`src/rtl/apb_master.sv`:
```
// APB initiator: turns single-cycle pipeline read/write requests into two-phase
// APB transfers (SETUP, ACCESS), waits for pready and returns a one-cycle done pulse.
// Optional feature: define APB_MASTER_TIMEOUT_EN to abort an ACCESS phase after
// TIMEOUT cycles of pready low (done with err=1, rdata cleared for reads).
module apb_master #(
    parameter int unsigned ADDR_W  = 6,
`ifdef APB_MASTER_TIMEOUT_EN
    parameter int unsigned TIMEOUT = 15,
`endif
    parameter int unsigned DATA_W  = 16
) (
    input  logic              clk,
    input  logic              rst,
    input  logic              req_read,
    input  logic              req_write,
    input  logic [ADDR_W-1:0] req_addr,
    input  logic [DATA_W-1:0] req_wdata,
    output logic              busy,
    output logic              done,
    output logic [DATA_W-1:0] rdata,
    output logic              err,
    output logic              psel,
    output logic              penable,
    output logic              pwrite,
    output logic [ADDR_W-1:0] paddr,
    output logic [DATA_W-1:0] pwdata,
    input  logic [DATA_W-1:0] prdata,
    input  logic              pready,
    input  logic              pslverr
);

    typedef enum logic [1:0] {StIdle, StSetup, StAccess} state_e;

    state_e            state_q, state_d;
    logic [ADDR_W-1:0] paddr_q, paddr_d;
    logic [DATA_W-1:0] pwdata_q, pwdata_d;
    logic [DATA_W-1:0] rdata_q, rdata_d;
    logic              pwrite_q, pwrite_d;
    logic              psel_q, psel_d;
    logic              penable_q, penable_d;
    logic              busy_q, busy_d;
    logic              done_q, done_d;
    logic              err_q, err_d;

`ifdef APB_MASTER_TIMEOUT_EN
    localparam int unsigned CntW = $clog2(TIMEOUT + 1);
    // Value at which one more pready-low cycle makes the count reach TIMEOUT.
    localparam logic [CntW-1:0] CntLast = CntW'(TIMEOUT - 1);

    logic [CntW-1:0] wait_cnt_q, wait_cnt_d;
`endif

    // Next-state and next-output logic; every output is derived from the next state.
    always_comb begin
        state_d  = state_q;
        paddr_d  = paddr_q;
        pwdata_d = pwdata_q;
        pwrite_d = pwrite_q;
        rdata_d  = rdata_q;
        done_d   = 1'b0;
        err_d    = 1'b0;
`ifdef APB_MASTER_TIMEOUT_EN
        wait_cnt_d = wait_cnt_q;
`endif

        unique case (state_q)
            StIdle: begin
                // Write wins when both requests are raised together.
                if (req_write || req_read) begin
                    paddr_d  = req_addr;
                    pwrite_d = req_write;
                    if (req_write) begin
                        pwdata_d = req_wdata;
                    end
                    state_d = StSetup;
                end
            end
            StSetup: begin
                state_d = StAccess;
`ifdef APB_MASTER_TIMEOUT_EN
                wait_cnt_d = '0;
`endif
            end
            StAccess: begin
                if (pready) begin
                    state_d = StIdle;
                    done_d  = 1'b1;
                    err_d   = pslverr;
                    if (!pwrite_q) begin
                        rdata_d = prdata;
                    end
`ifdef APB_MASTER_TIMEOUT_EN
                end else if (wait_cnt_q == CntLast) begin
                    state_d = StIdle;
                    done_d  = 1'b1;
                    err_d   = 1'b1;
                    if (!pwrite_q) begin
                        rdata_d = '0;
                    end
                end else begin
                    wait_cnt_d = wait_cnt_q + CntW'(1);
`endif
                end
            end
            default: state_d = StIdle;
        endcase

        psel_d    = (state_d != StIdle);
        penable_d = (state_d == StAccess);
        busy_d    = psel_d;
    end

    // State and registered outputs; reset drops any in-flight transfer silently.
    always_ff @(posedge clk or posedge rst) begin
        if (rst) begin
            state_q   <= StIdle;
            paddr_q   <= '0;
            pwdata_q  <= '0;
            pwrite_q  <= 1'b0;
            rdata_q   <= '0;
            psel_q    <= 1'b0;
            penable_q <= 1'b0;
            busy_q    <= 1'b0;
            done_q    <= 1'b0;
            err_q     <= 1'b0;
        end else begin
            state_q   <= state_d;
            paddr_q   <= paddr_d;
            pwdata_q  <= pwdata_d;
            pwrite_q  <= pwrite_d;
            rdata_q   <= rdata_d;
            psel_q    <= psel_d;
            penable_q <= penable_d;
            busy_q    <= busy_d;
            done_q    <= done_d;
            err_q     <= err_d;
        end
    end

`ifdef APB_MASTER_TIMEOUT_EN
    // ACCESS wait-cycle counter.
    always_ff @(posedge clk or posedge rst) begin
        if (rst) begin
            wait_cnt_q <= '0;
        end else begin
            wait_cnt_q <= wait_cnt_d;
        end
    end
`endif

    assign busy    = busy_q;
    assign done    = done_q;
    assign rdata   = rdata_q;
    assign err     = err_q;
    assign psel    = psel_q;
    assign penable = penable_q;
    assign pwrite  = pwrite_q;
    assign paddr   = paddr_q;
    assign pwdata  = pwdata_q;

endmodule

```
`config.mk`:
```
export PLATFORM = sky130hd
export DESIGN_NAME = apb_master
export DESIGN_NICKNAME = d
export VERILOG_FILES = /design/src/rtl/apb_master.sv
export SDC_FILE = /design/constraint.sdc
export NUM_CORES = 1
export LEC_CHECK = 0
export CAP_MARGIN = 20
export CELL_PAD_IN_SITES_DETAIL_PLACEMENT = 1
export CELL_PAD_IN_SITES_GLOBAL_PLACEMENT = 2
export CORE_ASPECT_RATIO = 1.4
export CORE_MARGIN = 5
export CORE_UTILIZATION = 42
export CTS_BUF_LIST = sky130_fd_sc_hd__clkbuf_16
export DETAILED_ROUTE_END_ITERATION = 8
export DONT_BUFFER_PORTS = 1
export HOLD_SLACK_MARGIN = 0.05
export PLACE_DENSITY_LB_ADDON = 0.1
export REMOVE_ABC_BUFFERS = 1
export SLEW_MARGIN = 0
export SYNTH_ARGS = -nofsm -noshare
export SYNTH_HDL_FRONTEND = slang
export SYNTH_SLANG_ARGS = --single-unit
```
`constraint.sdc`:
```
create_clock -name clk -period 2.6 [get_ports clk]
set_input_delay 0.78 -clock clk [delete_from_list [all_inputs] [get_ports clk]]
set_output_delay 0.78 -clock clk [all_outputs]
set_load 0.05 [all_outputs]
```
==> results.md, run 1 <==
* Outcome: complete, no violations
* DRT met1 WL at 992 um
* Period Utilization, post-route at 0.699
* Die height at 86.2 um
* RD Place Congestion at 0.615
* Fill count at 410
* First-pass GRT wire length at 4.80 mm
* Synth cell types at 18
* Final min period at 1820 ps
* Crit path arrival time at 1980 ps
* DR top layer: met4
* Wire length per cell at 20.0 um
* Hold Crit Class: in2async
* Seq/Total Area, Yosys at 0.646
* Top_reg_cell synth: dfrtp_1
* #FFs+latches synth at 45
* Met2 wire length at 1.59 mm
* Synth top area cells: dfrtp_1 65%, mux2_2 19%, mux2_4 7.8%, buf_6 1.3%, buf_12 1.1%
* Total gr overflow at 0
* Worst endpoint required time at 2760 ps
* Largest net degree at the start of global routing at 46
* Diodes inserted at 0
* Maximum clock insertion buffer count at 2
* Inst Count DP at 144
* Clk_lat worst skew at 270 ps
* CTS tree: yes
* Setup crit start kind: register
* Post-CTS Setup Bufs at 0
* CTS buffer count at 5
* Worst-path fanout max at 16
* Vias in the first global route at 944
* Layout Area Growth over Synthesis at 7.97%
* Buf/Inv on CP at 0
* Top Family by Delay on Critical Path: simple AND/OR/NAND/NOR gates
* Worst path cell trace: nor3_4, mux2_2
* Hold_buf cts at 0
* Crit path capture type: register
* Mapped Cells at 105
* Most frequent cell after synthesis: dfrtp_1
* Slew headroom at 0.411
* CTS HTree Levels at 2
* Met3 wire len at 368 um
* Max cap viols at 0
* Core ar. at 3990 um^2
* Final Util at 0.472
* CP max-delay cell: nor3_4
* Cell row count at 27
* Hpwl dp at 2.28 mm
* Clock transition at path regs at 50 ps
* Initial antenna violation count at 0
* CP Class: reg2reg
* Yosys top cell by area: dfrtp_1
* I/O Pins at 88
* Fin nets at 152
* Share of layout cells above drive strength 1 at 0.454
* 1st-pass router iterations at 2
* Starting density of the core at 0.437
* Clk root buf: clkbuf_16
* Post-cts sizing count at 0
* Max-slew violation count at 0
* Hold Worst Slack at 571 ps
* Count of input and output buffers at 0
* Clock sinks at 45
* Cell Area, Synth at 1740 um^2
* Finish-stage setup viols at 0
* # DRC at 0
* Final Skew at 1.90 ps
* Fin cells at 151
* RSZ-0062 raised after global routing: false
* Global-route usage over all layers at 0.115
* Routed Antenna Nets at 0
* Via Count at 842
* Die footprint at 5560 um^2
* Final Hold Fails at 0
* Worst Tran Pin Value at 882 ps
* EDFF count, synth at 0
* FFs w/ async S/R, synth at 1.00
* DRT Wirelength at 3.02 mm
* F_max at 550 MHz
* Die X at 64.4 um
* Yosys warnings at 0
* Area share of the largest cell type after synthesis at 0.646
* Mapped Avg Cell Area at 16.6 um^2
* Max incr delay on CP at 680 ps
* Post-Route Setup TNS at 0 ps
* Initial detailed-routing violation count at 21
* Vias/cell at 5.58
* Post-synth top cells: 45 x dfrtp_1, 29 x mux2_2, 9 x mux2_4
==> cell families (layout without fill, tap and decap cells) <==
logic type / Yosys count / count (layout) / synth area share
flops: 45 / 45 / 0.646
compound gates: 5 / 5 / 0.0179
mux: 38 / 38 / 0.265
simple gates: 10 / 10 / 0.0352
buf+inv: 7 / 10 / 0.0359
==> cell usage in the layout, fill, tap and decap left out <==
cell       instances
a21o_2             1
and2_1             1
and2_4             1
buf_4              1
clkbuf_16          5
clkinv_1           1
dfrtp_1           45
inv_1              2
inv_2              1
mux2_2            29
mux2_4             9
nand2_1            3
nor2_1             2
nor2_2             1
nor3_1             1
nor3_4             1
o21a_1             1
o21ai_0            3
==> layer usage <==
layer	global-route usage	vias to the layer above
met1	0.119	418
met3	0.0649	6
met5	0	-
met2	0.185	57
li1	-	361
met4	0.0577	0
==> registers in the layout (all words and copies together), names as in the netlist <==
register  flops
pwrite        1
paddr         6
busy          1
pwdata       16
err           1
state_q       2
rdata        16
penable       1
done          1
==> metrics by stage <==
stage | area [um^2] | setup slack (ps)
floorplan | 1690 | 761
global placement | 1750 | 645
detailed placement | 1750 | 610
CTS | 1880 | 736
global route | 1880 | 678
finish | 1880 | 783
==> cell type report <==
type                    count  area, um^2  share of cell area
clock buffers               5         125              0.0665
clock inverters             2        7.51             0.00399
inverters                   2        7.51             0.00399
multi-input cells          53         554               0.295
flip-flops and latches     45        1130               0.598
well taps                  43        53.8              0.0286
repair buffers              1        7.51             0.00399
==> path summary, 6_finish.rpt <==
| kind | start | end | slack [ps] | cells after the start |
|---|---|---|---|---|
| max | pwrite$_DFFE_PP0P_ | rdata[8]$_DFFE_PP0P_ | 780 | 2 |
| min | rst | rdata[6]$_DFFE_PP0P_ | 570 | 1 |
| max reg2reg | pwrite$_DFFE_PP0P_ | rdata[8]$_DFFE_PP0P_ | 780 | 2 |
| min reg2reg | state_q[1]$_DFF_PP0_ | penable$_DFF_PP0_ | 580 | 1 |
| max in group asynchronous | rst | pwdata[2]$_DFFE_PP0P_ | 1470 | 1 |
| min in group clk | state_q[1]$_DFF_PP0_ | penable$_DFF_PP0_ | 580 | 1 |
==> worst register-to-register path: stages (launching register included) <==
cell and delay [ps]:
dfrtp_1 600, nor3_4 680, mux2_2 420
Power of run 1 is not shown: default switching activity piles up to over one toggle a cycle in this logic, so the estimate is an artifact.
==> inputs of run 2 (changes only) <==
--- a/config.mk
+++ b/config.mk
@@ -10,7 +10,7 @@
 export CELL_PAD_IN_SITES_GLOBAL_PLACEMENT = 2
 export CORE_ASPECT_RATIO = 1.4
 export CORE_MARGIN = 5
-export CORE_UTILIZATION = 42
+export CORE_UTILIZATION = 35
 export CTS_BUF_LIST = sky130_fd_sc_hd__clkbuf_16
 export DETAILED_ROUTE_END_ITERATION = 8
 export DONT_BUFFER_PORTS = 1
==> constraint.sdc (replaced) <==
create_clock -name clk -period 1.5 [get_ports clk]
set_input_delay 0.45 -clock clk [delete_from_list [all_inputs] [get_ports clk]]
set_output_delay 0.45 -clock clk [all_outputs]
set_load 0.05 [all_outputs]
==> results.md, run 2 (synthesized netlist as in run 1, its figures left out) <==
* CTS buffer count at 5
* CP Class: reg2reg
* Initial antenna violation count at 0
* Crit path capture type: register
* Worst-path fanout max at 17
* Post-CTS Setup Bufs at 0
* Outcome: complete, no violations
* I/O Pins at 88
* Total gr overflow at 0
* Clock transition at path regs at 60 ps
* Final non-filler cell area at 1990 um^2
* Die X at 69.6 um
* Crit path arrival time at 1580 ps
* Final min period at 1420 ps
* 1st-pass router iterations at 3
* Max-slew violation count at 0
* Clk root buf: clkbuf_16
* Share of layout cells above drive strength 1 at 0.478
* Final Skew at 5.59 ps
* Slew headroom at 0.671
* Diodes inserted at 0
* Fin nets at 156
* Count of input and output buffers at 0
* # DRC at 0
* Finish-stage setup viols at 0
* First-pass GRT wire length at 5.24 mm
* DRT Wirelength at 3.21 mm
* RSZ-0062 raised after global routing: false
* Clock sinks at 45
* Cell Area, Placed at 1830 um^2
* Post-cts sizing count at 0
* Top Family by Delay on Critical Path: simple AND/OR/NAND/NOR gates
* Die footprint at 6510 um^2
* Die height at 93.5 um
* Post-Route Setup TNS at 0 ps
* Hold Crit Class: in2async
* Via Count at 859
* Most common cell after layout, fill and taps aside: dfrtp_1
* Setup crit start kind: register
* RD Place Congestion at 0.684
* Worst path cell trace: nor2_2, and2_4, mux2_2
* Worst Tran Pin Value at 493 ps
* Clk_lat worst skew at 270 ps
* Most frequent cells in the layout: 45 x dfrtp_1, 29 x mux2_2, 9 x mux2_4, 5 x clkbuf_16
* CTS HTree Levels at 2
* Global-route usage over all layers at 0.102
* Routed Antenna Nets at 0
* CTS tree: yes
* Vias in the first global route at 1001
* Period Utilization, post-route at 0.946
* Cell row count at 30
* Maximum clock insertion buffer count at 2
* Max cap viols at 0
* Max incr delay on CP at 430 ps
* Fill count at 476
* Hpwl dp at 2.45 mm
* Final Hold Fails at 0
* Wire length per cell at 18.1 um
* Buf/Inv on CP at 0
* Starting density of the core at 0.360
* Largest net degree at the start of global routing at 46
* Hold_buf cts at 0
* Initial detailed-routing violation count at 15
* Worst endpoint required time at 1660 ps
* Final Util at 0.412
* CP max-delay cell: dfrtp_1
* F_max at 705 MHz
* Layout Area Growth over Synthesis at 14.4%
* Vias/cell at 4.85
* Core ar. at 4840 um^2
* FF-to-FF setup slack at 80 ps
==> run 2: final timing paths <==
kind	start	end	depth (start not counted)
worst min register to register	state_q[1]$_DFF_PP0_	penable$_DFF_PP0_	1
worst max register to register	state_q[0]$_DFF_PP0_	pwdata[13]$_DFFE_PP0P_	3
min in group clk	pslverr	err$_DFF_PP0_	1
max in group asynchronous	rst	pwdata[4]$_DFFE_PP0P_	2
worst min-delay path	rst	rdata[3]$_DFFE_PP0P_	2
worst max-delay path	state_q[0]$_DFF_PP0_	pwdata[13]$_DFFE_PP0P_	3
==> run 2: area by class of cell <==
class	count	area, um^2	area share
tap	64	80.1	0.0402
clock buffer	5	125	0.0628
sequential	45	1130	0.565
inverter	2	7.51	0.00377
timing repair buffer	5	62.6	0.0314
clock inverter	3	37.5	0.0188
multi-input combinational	53	554	0.278
==> run 2: stage by stage <==
stage | setup WS (ps) | hold WS [ps] | cells
after global routing | 8.37 | 108 | 177
after global placement | 129 | 388 | 169
after CTS | 66.6 | 93.5 | 177
after detailed placement | 97.9 | 390 | 169
final | 80.8 | 85.3 | 177
after floorplan | -148 | 518 | 100
==> run 2: routing by layer <==
metal  share of wire  vias up  track usage  wire (um)
met2            0.54       55        0.173       1720
met3            0.13        2       0.0645        432
li1                -      372            -          -
met1            0.32      430       0.0971       1030
met4          0.0072        0       0.0431         23
met5               0        -            0          0
Power of run 2 is left out for the same reason.
